[config.mk]
export PLATFORM = sky130hd
export DESIGN_NAME = uart_rx
export DESIGN_NICKNAME = d
export VERILOG_FILES = /design/src/rtl/uart_rx.sv
export SDC_FILE = /design/constraint.sdc
export NUM_CORES = 1
export LEC_CHECK = 0
export BUFFER_PORTS_ARGS = -buffer_cell sky130_fd_sc_hd__buf_2
export CORE_UTILIZATION = 45
export CTS_BUF_LIST = sky130_fd_sc_hd__clkbuf_2
export DETAILED_ROUTE_END_ITERATION = 7
export PLACE_DENSITY = 0.6
export SETUP_SLACK_MARGIN = 0.05
export SLEW_MARGIN = 40
export SYNTH_ARGS = -nofsm -noshare
export SYNTH_HDL_FRONTEND = slang
export SYNTH_SLANG_ARGS = --single-unit
[constraint.sdc]
create_clock -name sclk -period 5.6 [get_ports sclk]
set_clock_uncertainty 0.2 [all_clocks]
set_input_delay 0 -clock sclk [delete_from_list [all_inputs] [get_ports sclk]]
set_output_delay 0 -clock sclk [all_outputs]
set_load 0.005 [all_outputs]
[src/rtl/uart_rx.sv]
// 8N1 UART receiver, LSB first: three-flop synchroniser, start-bit validation,
// mid-bit sampling, one-cycle rx_flag / frame_err strobes.
module uart_rx #(
  parameter int unsigned BAUD_END = 5208,
  parameter int unsigned BAUD_MID = BAUD_END / 2 - 1,
  parameter int unsigned BIT_END  = 10
) (
  input  logic       sclk,
  input  logic       s_rst_n,
  input  logic       rs232_rx,
  output logic [7:0] rx_data,
  output logic       rx_flag,
  output logic       frame_err,
  output logic       rx_busy
);

  typedef enum logic [1:0] {IDLE, START, DATA, STOP} state_t;

  state_t      state, state_nxt;
  logic        rx_r1, rx_r2, rx_r3;
  logic [12:0] baud_cnt;
  logic [3:0]  bit_cnt;
  logic [7:0]  shift_reg;
  logic [2:0]  bit_idx;
  logic        start_edge, sample, baud_wrap, counters_clr;
  logic        shift_en, frame_ok, frame_bad;

  always_ff @(posedge sclk or negedge s_rst_n) begin
    if (!s_rst_n) begin
      rx_r1 <= 1'b1;
      rx_r2 <= 1'b1;
      rx_r3 <= 1'b1;
    end else begin
      rx_r1 <= rs232_rx;
      rx_r2 <= rx_r1;
      rx_r3 <= rx_r2;
    end
  end

  assign start_edge = rx_r3 & ~rx_r2;
  assign sample     = (baud_cnt == 13'(BAUD_MID));
  assign baud_wrap  = (baud_cnt == 13'(BAUD_END - 1));
  assign bit_idx    = 3'(bit_cnt - 4'd1);

  always_ff @(posedge sclk or negedge s_rst_n) begin
    if (!s_rst_n) state <= IDLE;
    else          state <= state_nxt;
  end

  always_comb begin
    state_nxt = state;
    shift_en  = 1'b0;
    frame_ok  = 1'b0;
    frame_bad = 1'b0;
    case (state)
      IDLE:  if (start_edge) state_nxt = START;
      START: if (sample) state_nxt = rx_r2 ? IDLE : DATA;
      DATA: begin
        if (sample) begin
          shift_en = 1'b1;
          if (bit_cnt == 4'(BIT_END - 2)) state_nxt = STOP;
        end
      end
      STOP: begin
        if (sample) begin
          frame_ok  = rx_r2;
          frame_bad = ~rx_r2;
          state_nxt = IDLE;
        end
      end
      default: state_nxt = IDLE;
    endcase
  end

  // Clearing on the way into IDLE as well means the cycle after an abort or
  // a mid-stop-bit exit already sees zeroed counters.
  assign counters_clr = (state == IDLE) || (state_nxt == IDLE);

  always_ff @(posedge sclk or negedge s_rst_n) begin
    if (!s_rst_n) begin
      baud_cnt <= '0;
      bit_cnt  <= '0;
    end else if (counters_clr) begin
      baud_cnt <= '0;
      bit_cnt  <= '0;
    end else if (baud_wrap) begin
      baud_cnt <= '0;
      bit_cnt  <= bit_cnt + 4'd1;
    end else begin
      baud_cnt <= baud_cnt + 13'd1;
    end
  end

  always_ff @(posedge sclk or negedge s_rst_n) begin
    if (!s_rst_n) begin
      shift_reg <= '0;
      rx_data   <= '0;
      rx_flag   <= 1'b0;
      frame_err <= 1'b0;
    end else begin
      if (shift_en) shift_reg[bit_idx] <= rx_r2;
      if (frame_ok) rx_data <= shift_reg;
      rx_flag   <= frame_ok;
      frame_err <= frame_bad;
    end
  end

  assign rx_busy = (state != IDLE);

endmodule

**Yosys cells after proc, flatten, opt, wreduce, memory -nomap -nowiden**

Index checks and enable logic that the tools add are counted.

- Bits of input ports: 3
- Register bits after elaboration: 40
- Output and inout port bits: 11
- Logic and storage cells: 49

- Reduce and logical (&&, ||, !) cells: 6
- Equality and inequality tests: 6
- Add/subtract/negate cells: 3
- Bitwise logic cells: 2
- Magnitude comparators: 2
- Multiplexer cells: 20

Operator list:

| kind | count |
|---|---|
| 2-to-1 mux 13 bit | 2 |
| adder 13 x 1 -> 13 bit, second input constant | 1 |
| equality test 13 x 12 -> 1 bit, second input constant | 1 |
| equality test 13 bit, second input constant | 1 |
| 2-to-1 mux 2 bit | 6 |
| bitwise mux 8 bit | 1 |
| 2-to-1 mux 4 bit | 2 |
| one-hot mux 2 bit (4 select lines) | 1 |
| 2-to-1 mux 1 bit | 7 |
| adder 4 x 1 -> 4 bit, second input constant | 1 |
| equality test 2 bit, second input constant | 2 |
| equality test 4 bit, second input constant | 1 |
| zero test 2 bit | 2 |
| less-than comparator 3 x 4 -> 1 bit, second input constant | 1 |
| nonzero test 2 bit | 2 |
| demux 1 bit (select 3 bit) | 1 |
| >= comparator 3 x 1 -> 1 bit, second input constant | 1 |
| subtractor 3 x 1 -> 3 bit, second input constant | 1 |
| equality test 2 x 1 -> 1 bit, second input constant | 1 |
| AND 1 bit | 1 |
| logical AND 1 bit | 1 |
| logical OR 1 bit | 1 |
| inverter 1 bit | 1 |

**Logic depth before layout (Yosys ltp)**

Gate-level depths: netlist of run 1.

- Word-level depth: 7
- Gate-level depth with buffers: 7

**Worst setup path before layout of run 1**

Ideal clock, no wire load.

- Kind: reg2reg
- Start point: reg bit_cnt[0]
- End point: reg shift_reg[6]
- Data arrival time: 1,875 ps
- Setup slack: 3,397 ps
- Stages on the path, launching flop included: 6
- Setup time: 127 ps
- Clock period less this slack: 2,203 ps
- Required time: 5,273 ps
- Buffers on the path: 1
- Path through: dfrtp_1 -> clkbuf_1 -> inv_1 -> ha_1 -> or4_1 -> mux2_1

- Cells in the longest elaborated chain, start to end: 6
- Elaborated cells on any way between the ends: 7

Ends and longest elaborated chain:

| item | line | RTL |
|---|---|---|
| start: declaration | 22 | `logic [3:0] bit_cnt;` |
| start signal: assignment | 88 | `bit_cnt <= bit_cnt + 4'd1;` |
| subtractor 3 x 1 -> 3 bit * | 43 | `assign bit_idx = 3'(bit_cnt - 4'd1);` |
| less-than comparator 3 x 4 -> 1 bit (implied by the code) or >= comparator 3 x 1 -> 1 bit (tied branches) | 101 | `if (shift_en) shift_reg[bit_idx] <= rx_r2;` |
| logical AND 1 bit (implied by the code) | 101 |  |
| 2-to-1 mux 1 bit (implied by the code) | 101 |  |
| demux 1 bit (select 3 bit) * | 101 |  |
| bitwise mux 8 bit * | 101 |  |
| end signal: indexed assignment | 101 |  |
| end: declaration | 23 | `logic [7:0] shift_reg;` |

Mark *: on every way between the ends. The rest lies on a longest branch, timed or not.
A chain may end at the register's enable or synchronous reset.

**Final worst setup path of run 1**

- Start point: reg baud_cnt[0]
- End point: reg rx_data[4]

- Cells in the longest elaborated chain, start to end: 3

Ends and longest elaborated chain:

| item | line | RTL |
|---|---|---|
| start: declaration | 21 | `logic [12:0] baud_cnt;` |
| start signal: assignment | 90 | `baud_cnt <= baud_cnt + 13'd1;` |
| equality test 13 x 12 -> 1 bit | 41 | `assign sample = (baud_cnt == 13'(BAUD_MID));` |
| 2-to-1 mux 1 bit | 65 | `if (sample) begin` |
| 2-to-1 mux 1 bit | 55 | `case (state)` |
| end signal: assignment | 102 | `if (frame_ok) rx_data <= shift_reg;` |
| end: declaration | 11 | `output logic [7:0] rx_data,` |

Every way passes these cells.

==> qor.csv, run 1 <==
stage;metric;value;unit
yosys;yosysTopAreaCellShare;49.6;%
layout;area_growth;10.5;%
placed_design;io_buffer_count;13;
clock_tree;holdBufCountCts;4;
die;initial_core_util;46.6;%
timing;setup_viol;0;
yosys;ys_seq_area_share;53.9;%
critical_path;critical_path.slowest_cell;nor3_2;
yosys;synth_fp_nets;165;
power_and_ir_drop;p_comb_share;16.1;%
critical_path;critical_path.n_buffers_inverters;0;
critical_path;crit_path_cell_trace;ha_1, and4bb_2, nand2_1, nor3_2, mux2_2;
die;fp-row-count;23;
global_route;grt_usage;18.6;%
yosys;syn_area;1870;µm²
global_route;grt_pass1_wl;5.95;mm
critical_path;slowest_delay;0.62;ns
route;drtPass1Iterations;4;
yosys;postSynthAreaPerCell;11.7;µm²
yosys;yosys.cell_types.count;35;
critical_path;path_class;flop to flop;
critical_path;rr_endpoint;rx_data[4];
route;drc_errors;0;
min_path;hold_class;input port to flop;
global_route;grt_pass1_vias;1274;
power_and_ir_drop;power_leakage;0.937;nW
placed_design;placed_area;1970;µm²
clock_tree;post-cts-setup-buffer-count;0;
power_and_ir_drop;p_switching;0.178;mW
layout;drive_above_1_share;26.3;%
timing;rsz0062_at_grt;false;
route;drtIter0Drc;140;
layout;diodes;0;
power_and_ir_drop;power.density;278;nW/µm²
placed_design;dpl.hpwl;2.37;mm
critical_path;ff2ff_path_depth;5;
timing;relSlewSlack;52.0;%
die;dieWidth;66.4;µm
timing;hold_violations;0;
route;vias;1269;
die;core-area;4000;µm²
layout;fin_nets;184;
clock_tree;cts_root_buf;clkbuf_2;
layout;fill_cells;366;
timing;final_max_slew_viol_count;0;
yosys;yosys_warnings;0;
global_route;grt_max_degree;38;
clock_tree;clock-sinks;40;
timing;finalSetupTns;0;ns
die;top_level_ports;14;
timing;hold_ws;0.0511;ns
critical_path;crit_fanout;8;
clock_tree;cts-resized-gates;0;
yosys;synth_top_area_cell;dfrtp_1;
outcome;status;complete, no violations;
timing;tightestPinTransition;0.716;ns
clock_tree;cts_tree;built;
critical_path;worst_ep_required_time;5.68;ns
route;wl;3.37;mm
global_route;antenna_found_initial;0;
critical_path;worstReg2RegStart;baud_cnt[0];
yosys;syn_inst;159;
yosys;synth.ff_latch_count;40;
critical_path;path_depth;5;
critical_path;arrival;2.57;ns
power_and_ir_drop;clockPowerShare;21.0;%
power_and_ir_drop;p_int;0.395;mW
global_route;grt_overflow_total;0;
timing;worst_slack;3.10;ns
clock_tree;clk_latency;0.37;ns
critical_path;critical-path-top-delay-family;simple AND/OR/NAND/NOR gates;
placed_design;dp.cells;217;
die;fp.dieH;66.4;µm
critical_path;cp-endpoint;rx_data[4];
layout;final_cell_count_no_fill;229;
critical_path;endpoint_kind;flop;
layout;final_common_cell;dfrtp_1;
clock_tree;cts_max_level;2;
layout;stdcell_area;2060;µm²
die;dieArea;4410;µm²
timing;fin_crit_sh;44.6;%
clock_tree;clockBufferDepth;2;
power_and_ir_drop;pwr-share-seq;62.9;%
placed_design;place_ws;3.14;ns
job;cap_violations;0;
timing;min_period;2.50;ns
layout;largest_register_ffs;13;
yosys;yosys-top-cells-area;dfrtp_1 (50%), mux2_2 (9.7%), xnor2_1 (5.2%), dfstp_2 (4.2%), nor3_1 (3.8%);
route;vias_per_cell;5.54;
route;drtAntennaViolNets;0;
power_and_ir_drop;p_sw_share;31.0;%
timing;fmax;0.400;GHz
clock_tree;cts_buffers;5;
critical_path;startpoint;baud_cnt[0];
critical_path;r2r_setup_slack;3.10;ns
clock_tree;clkTransAtPathRegs;0.19;ns
power_and_ir_drop;vdd.ir_drop.worst;150;µV
placed_design;globalplace.congestion;0.851;
route;drt-wirelength-per-cell;14.7;µm
critical_path;critPathLaunchType;flop;
layout;final_cell_mix;dfrtp_1 (37), mux2_2 (16), nor2_1 (14), nor3_1 (14), buf_2 (12);
cell usage after synthesis, drive strengths merged:
master	n
nor4b	1
nor2	14
nand3b	1
nor4	3
nor4bb	3
and3	2
dfrtp	37
nand4	7
buf	2
xor2	4
mux2i	1
dfstp	3
o21ai	2
nor2b	2
a21boi	1
nand3	7
mux2	17
and4b	1
or4	1
ha	3
nor3b	1
inv	2
xnor2	11
nand2	9
or2	1
and4bb	2
clkbuf	3
or3	1
a21oi	2
nor3	15
metrics by stage:
step	util, %	power, mW
detailed placement	49.3	0.453
finish	51.5	0.572
global route	51.5	0.612
floorplan	-	0.434
global placement	49.1	0.448
CTS	51.5	0.581
kinds of logic (layout without fill, tap and decap cells):
family | Yosys count | count (layout) | share of synthesized area, %
xor+xnor | 15 | 15 | 7.04
buf+inv | 7 | 27 | 1.88
compound gates | 5 | 5 | 1.48
fa+ha+maj | 3 | 3 | 2.01
flops | 40 | 40 | 53.9
simple gates | 71 | 71 | 22.9
mux | 18 | 18 | 10.8
worst register-to-register path, stage by stage, from the launching register on:
cell and delay (ns):
dfrtp_1 0.44, ha_1 0.29, and4bb_2 0.33, nand2_1 0.11
nor3_2 0.62, mux2_2 0.41
layout make-up:
cell class                      instances  area (µm²)  share of cell area, %
Clock inverter                          1        3.75                  0.182
Inverter                                2        7.51                  0.364
Tap cell                               50        62.6                   3.04
Sequential cell                        40        1000                   48.8
Multi-Input combinational cell        112         830                   40.3
Timing Repair Buffer                   17         118                   5.71
Clock buffer                            7        35.0                   1.70
layer usage:
layer | vias to the layer above | global-route usage [%] | wire [µm]
li1 | 603 | - | -
met1 | 638 | 21.8 | 1460
met2 | 24 | 31.8 | 1740
met3 | 4 | 5.69 | 134
met4 | 0 | 7.18 | 35
met5 | - | 0 | 0
how the worst min path moves through the flow:
stage,endpoint,start,depth (start not counted)
floorplan,baud_cnt[0],s_rst_n,0
global placement,rx_r1,rs232_rx,1
detailed placement,baud_cnt[5],s_rst_n,1
CTS,rx_r1,rs232_rx,2
global route,rx_r1,rs232_rx,2
finish,rx_r1,rs232_rx,2
power groups by stage:
| stage | sequential (mW) | clock [mW] | combinational, mW |
|---|---|---|---|
| after floorplan | 0.347 | 0 | 0.0868 |
| after CTS | 0.359 | 0.129 | 0.0933 |
| after global placement | 0.362 | 0 | 0.0855 |
| final | 0.360 | 0.120 | 0.0922 |
| after detailed placement | 0.364 | 0 | 0.0889 |
| after global routing | 0.364 | 0.142 | 0.106 |
Power figures use the tool's default switching activity.
==> run 2, diff against run 1 <==
==> constraint.sdc (replaced) <==
create_clock -name sclk -period 2.58 [get_ports sclk]
set_clock_uncertainty 0.2 [all_clocks]
set_input_delay 0 -clock sclk [delete_from_list [all_inputs] [get_ports sclk]]
set_output_delay 0 -clock sclk [all_outputs]
set_load 0.005 [all_outputs]
==> run 2 against run 1 <==
Combinational power grew 120%. Non-clock buffer count grew 2. Worst setup slack lost 2.8 ns. Register-to-register slack lost 2.8 ns. Largest cell class unchanged. Clock power grew 120%. Sequential power grew 120%. Routed wire length grew 0.80%. Total power grew 120%. Global-route usage shrank 0.49 points. Hold slack gained 0.0039 ns. Highest routed layer unchanged. Critical path depth is the same.
==> qor.csv, run 2 (same netlist as run 1, synthesis figures left out) <==
stage;metric;value;unit;change
global_route;grt_usage;18.2;%;-0.49 points
clock_tree;cts_tree;built;;
critical_path;critPathLaunchType;flop;;
timing;setup_viol;0;;unchanged
die;initial_core_util;46.6;%;unchanged
job;cap_violations;0;;unchanged
layout;final_cell_mix;dfrtp_1 (37), mux2_2 (16), nor2_1 (14), nor3_1 (14), buf_2 (12);;
power_and_ir_drop;vdd.ir_drop.worst;325;µV;+120%
critical_path;arrival;2.36;ns;-0.21 ns
power_and_ir_drop;power.density;602;nW/µm²;+120%
timing;tightestPinTransition;0.461;ns;-0.256 ns
min_path;hp-start;rs232_rx;;
die;core-area;4000;µm²;unchanged
min_path;hold_depth;2;;unchanged
route;drtPass1Iterations;4;;unchanged
timing;hold_violations;0;;unchanged
clock_tree;cts_max_level;2;;unchanged
layout;fill_cells;369;;+0.82%
timing;rsz0062_at_grt;false;;
die;fp-row-count;23;;unchanged
route;vias;1225;;-3.5%
clock_tree;clock-sinks;40;;unchanged
layout;largest_register_ffs;13;;unchanged
timing;hold_ws;0.0550;ns;+0.00391 ns
placed_design;io_buffer_count;13;;unchanged
global_route;grt_max_degree;38;;unchanged
timing;fmax;0.438;GHz;+9.3%
critical_path;worst_ep_required_time;2.66;ns;-3.02 ns
critical_path;worstReg2RegStart;baud_cnt[0];;
clock_tree;clk_latency;0.39;ns;+0.02 ns
layout;area_growth;11.1;%;
die;dieWidth;66.4;µm;unchanged
clock_tree;cts_root_buf;clkbuf_2;;
critical_path;ff2ff_path_depth;5;;unchanged
min_path;hold_class;input port to flop;;
min_path;min_to;rx_r1;;
global_route;antenna_found_initial;0;;unchanged
timing;relSlewSlack;68.9;%;+17 points
clock_tree;clockBufferDepth;2;;unchanged
layout;fin_nets;186;;+1.1%
timing;final_max_slew_viol_count;0;;unchanged
route;wl;3.40;mm;+0.80%
route;vias_per_cell;5.30;;-4.3%
power_and_ir_drop;power_leakage;0.946;nW;+0.94%
critical_path;crit_fanout;8;;unchanged
critical_path;endpoint_kind;flop;;
placed_design;globalplace.congestion;0.779;;-8.5%
route;drtAntennaViolNets;0;;unchanged
layout;final_common_cell;dfrtp_1;;
timing;min_period;2.28;ns;-0.213 ns
route;drc_errors;0;;unchanged
global_route;grt_overflow_total;0;;unchanged
placed_design;place_ws;0.321;ns;-2.81 ns
clock_tree;clkTransAtPathRegs;0.20;ns;about the same
global_route;grt_pass1_wl;5.83;mm;-2.0%
clock_tree;post-cts-setup-buffer-count;0;;unchanged
layout;drive_above_1_share;26.5;%;+0.26 points
layout;final_util;51.8;%;+0.28 points
global_route;grt_pass1_vias;1307;;+2.6%
outcome;status;complete, no violations;;
die;dieArea;4410;µm²;unchanged
die;top_level_ports;14;;unchanged
route;drt-wirelength-per-cell;14.7;µm;about the same
timing;worst_slack;0.296;ns;-2.81 ns
layout;diodes;0;;unchanged
clock_tree;cts_buffers;5;;unchanged
route;drtIter0Drc;77;;-45%
critical_path;path_class;flop to flop;;
timing;finalSetupTns;0;ns;unchanged
critical_path;rr_endpoint;shift_reg[6];;
timing;fin_crit_sh;88.5;%;+44 points
die;fp.dieH;66.4;µm;unchanged
critical_path;r2r_setup_slack;0.30;ns;-2.81 ns
placed_design;dpl.hpwl;2.41;mm;+1.4%
run 2: changes by cell type in the layout (fill, tap and decap cells not counted):
cell     delta
o21ai_1     +1
o21ai_2     -1
buf_4       +2
run 2: worst max-delay path, stage by stage, from the launching register on:
cell,delay [ns]
dfrtp_1,0.44
ha_1,0.28
and4bb_2,0.33
nand4_4,0.16
or4_1,0.44
mux2_1,0.32
run 2: layout make-up:
cell class / instances / area [µm²] / share of cell area, %
Sequential cell: 40 / 1000 / 48.5
Inverter: 2 / 7.51 / 0.362
Tap cell: 50 / 62.6 / 3.02
Clock inverter: 1 / 3.75 / 0.181
Timing Repair Buffer: 19 / 133 / 6.40
Multi-Input combinational cell: 112 / 826 / 39.9
Clock buffer: 7 / 35.0 / 1.69
run 2: timing repair:
action,in CTS,in global routing
hold endpoints to repair,41,0
resized for setup,0,0
hold buffers,4,0
run 2: where the power goes:
group,switching [mW],internal [mW]
logic,0.102,0.100
registers,0.0987,0.684
clock network,0.189,0.0726
run 2: worst max path at each step:
stage | start | slack [ns] | end | cells past startpoint
2_1_floorplan | bit_cnt[0] | 0.38 | shift_reg[6] | 5
3_3_place_gp | baud_cnt[2] | 0.40 | shift_reg[6] | 4
3_5_place_dp | bit_cnt[0] | 0.32 | shift_reg[1] | 6
4_1_cts | baud_cnt[2] | 0.30 | shift_reg[6] | 4
5_1_grt | baud_cnt[0] | 0.16 | shift_reg[6] | 5
6_report | baud_cnt[0] | 0.30 | shift_reg[6] | 5
run 2: through the flow:
| step | cell area (µm²) | std cells | power [mW] |
|---|---|---|---|
| floorplan | 1870 | 159 | 0.942 |
| global placement | 1980 | 219 | 0.972 |
| detailed placement | 1980 | 219 | 0.991 |
| CTS | 2070 | 231 | 1.27 |
| global route | 2070 | 231 | 1.33 |
| finish | 2070 | 231 | 1.25 |
run 2: routing by layer:
layer	track usage, %	part of all wire, %
met3	5.86	3.6
met5	0	0
met2	31.5	51
met4	6.91	1.6
met1	20.6	44
==> run 3, diff against run 2 <==
--- a/config.mk
+++ b/config.mk
@@ -9,7 +9,7 @@
 export CORE_UTILIZATION = 45
 export CTS_BUF_LIST = sky130_fd_sc_hd__clkbuf_2
 export DETAILED_ROUTE_END_ITERATION = 7
-export PLACE_DENSITY = 0.6
+export PLACE_DENSITY = 0.62
 export SETUP_SLACK_MARGIN = 0.05
 export SLEW_MARGIN = 40
 export SYNTH_ARGS = -nofsm -noshare
==> constraint.sdc (replaced) <==
create_clock -name sclk -period 2 [get_ports sclk]
set_clock_uncertainty 0.2 [all_clocks]
set_input_delay 0 -clock sclk [delete_from_list [all_inputs] [get_ports sclk]]
set_output_delay 0 -clock sclk [all_outputs]
set_load 0.005 [all_outputs]
==> run 3 against run 2 <==
The flow now finishes with violations (negative setup slack). Die area did not move. Via count is 15% higher. Sequential share of layout area down 8.6 points. Register-to-register slack lost 0.34 ns. Count of clock-buffer cells in the layout down 2. Critical path depth stayed put. Largest power group unchanged.
==> qor.csv, run 3 (same netlist as run 1, synthesis figures left out) <==
stage;metric;value;unit;change
outcome;status;complete, but fails checks;;
outcome;violations;negative setup slack;;
layout;largest_register_ffs;13;;unchanged
power_and_ir_drop;power.density;786;nW/µm²;+31%
timing;fin_crit_sh;102;%;+14 points
layout;area_growth;35.3;%;
job;cap_violations;0;;unchanged
timing;tightestPinTransition;0.488;ns;+0.0276 ns
global_route;grt_overflow_total;0;;unchanged
critical_path;endpoint_kind;flop;;
global_route;antenna_found_initial;0;;unchanged
critical_path;worstReg2RegStart;baud_cnt[1];;
critical_path;rr_endpoint;shift_reg[6];;
timing;rsz0062_at_grt;true;;
die;initial_core_util;46.6;%;unchanged
placed_design;placed_area;2200;µm²;+11%
critical_path;crit_path_cell_trace;ha_4, and4bb_2, nand4_4, or4_4, mux2_4;;
timing;finalSetupTns;-0.0432;ns;-0.0432 ns
placed_design;place_ws;-0.0596;ns;-0.381 ns
global_route;grt_pass1_vias;1365;;+4.4%
layout;ff_latch_area;1010;µm²;+0.25%
clock_tree;cts_tree;built;;
die;core-area;4000;µm²;unchanged
global_route;grt_max_degree;41;;+7.9%
timing;hold_ws;0.181;ns;+0.126 ns
min_path;hold_depth;0;;-2
power_and_ir_drop;p_total;1.98;mW;+59%
clock_tree;clk_latency;0.42;ns;+0.03 ns
timing;fmax;0.489;GHz;+12%
global_route;grt_pass1_wl;6.50;mm;+11%
route;drtIter0Drc;75;;-2.6%
placed_design;dpl.hpwl;2.55;mm;+6.1%
clock_tree;cts_buffers;5;;unchanged
power_and_ir_drop;vdd.ir_drop.worst;541;µV;+66%
route;drc_errors;0;;unchanged
min_path;hp-start;rx_r1;;
critical_path;path_class;flop to flop;;
route;drt-wirelength-per-cell;15.8;µm;+7.1%
critical_path;slowest_delay;0.44;ns;about the same
critical_path;critical_path.n_buffers_inverters;0;;unchanged
clock_tree;clockBufferDepth;2;;unchanged
clock_tree;cts_max_level;2;;unchanged
critical_path;startpoint;baud_cnt[1];;
clock_tree;cts_root_buf;clkbuf_2;;
layout;final_common_cell;dfrtp_1;;
power_and_ir_drop;power_leakage;1.16;nW;+23%
critical_path;critPathLaunchType;flop;;
timing;hold_violations;0;;unchanged
clock_tree;clock-sinks;40;;unchanged
critical_path;critical-path-top-delay-family;simple AND/OR/NAND/NOR gates;;
critical_path;arrival;2.18;ns;-0.18 ns
global_route;grt_usage;20.4;%;+2.2 points
layout;fill_cells;303;;-18%
min_path;hold_class;flop to flop;;
timing;relSlewSlack;67.5;%;-1.4 points
layout;stdcell_area;2520;µm²;+22%
layout;diodes;0;;unchanged
route;drtPass1Iterations;4;;unchanged
critical_path;crit_fanout;3;;-5
clock_tree;clkTransAtPathRegs;0.21;ns;about the same
timing;min_period;2.04;ns;-0.241 ns
die;dieWidth;66.4;µm;unchanged
layout;drive_above_1_share;47.4;%;+21 points
layout;multi_input_area;1030;µm²;+24%
critical_path;worst_ep_required_time;2.14;ns;-0.52 ns
layout;final_cell_mix;dfrtp_1 (35), buf_4 (29), nor2_1 (14), buf_2 (12);;
route;vias;1407;;+15%
timing;setup_viol;1;;+1
route;drtAntennaViolNets;0;;unchanged
die;fp-row-count;23;;unchanged
placed_design;globalplace.congestion;0.838;;+7.7%
critical_path;ff2ff_path_depth;5;;unchanged
timing;worst_slack;-0.0432;ns;-0.339 ns
min_path;min_to;rx_r2;;
timing;final_max_slew_viol_count;0;;unchanged
critical_path;r2r_setup_slack;-0.04;ns;-0.34 ns
die;fp.dieH;66.4;µm;unchanged
route;wl;4.08;mm;+20%
placed_design;io_buffer_count;13;;unchanged
critical_path;critical_path.slowest_cell;dfrtp_1;;
layout;fin_nets;214;;+15%
die;top_level_ports;14;;unchanged
route;vias_per_cell;5.43;;+2.4%
die;dieArea;4410;µm²;unchanged
[run 3: cell types whose count changed in the layout (fill, tap and decap cells not counted), moves of 3 or more]
cell      previous run  this run
mux2_4               0         9
nor4bb_2             0         3
nor3_1              14        10
mux2_2              16         8
nor4_1               3         0
buf_4                3        29
nor4bb_1             3         0
[run 3: per-stage QoR]
step,instances,utilization (%)
finish,259,63.1
global route,259,63.1
CTS,254,60.3
detailed placement,241,55.0
global placement,241,55.0
floorplan,159,-
[run 3: power by group]
part | total (mW) | internal [mW] | switching (mW) | leakage [nW]
combinational | 0.529 | 0.296 | 0.232 | 0.592
clock | 0.490 | 0.209 | 0.281 | 0.0390
sequential | 0.966 | 0.886 | 0.0798 | 0.528
[run 3: layer usage]
metal	track usage [%]	share of wire, %	up-vias
met5	0	0	-
li1	-	-	661
met2	32.1	50	30
met1	26.3	45	707
met3	4.14	2.9	9
met4	10.4	2.4	0
[run 3: timing repair]
action                     CTS  global route
hold endpoints to repair    41            37
buffers inserted             2             4
pin swaps                    1             2
cloned                       0             0
setup endpoints to repair   16            18
hold buffers                 3             1
gates resized for setup     19            13
[run 3: worst reg2reg max path, cell delays in order (launching register included)]
cell	delay [ns]
dfrtp_1	0.44
ha_4	0.16
and4bb_2	0.31
nand4_4	0.12
or4_4	0.44
mux2_4	0.31
[run 3: cell type report]
| type | count | area share, % |
|---|---|---|
| Tap cell | 50 | 2.48 |
| Clock inverter | 3 | 1.69 |
| Inverter | 2 | 0.397 |
| Clock buffer | 5 | 0.992 |
| Timing Repair Buffer | 47 | 13.8 |
| Multi-Input combinational cell | 112 | 40.7 |
| Sequential cell | 40 | 39.9 |
[run 3: how the worst max path moves through the flow]
stage,to,slack [ns],cells after the start
2_1_floorplan,shift_reg[6],-0.04,4
3_3_place_gp,shift_reg[7],-0.08,6
3_5_place_dp,shift_reg[3],-0.06,6
4_1_cts,shift_reg[6],-0.01,5
5_1_grt,shift_reg[6],-0.08,5
6_report,shift_reg[6],-0.04,5
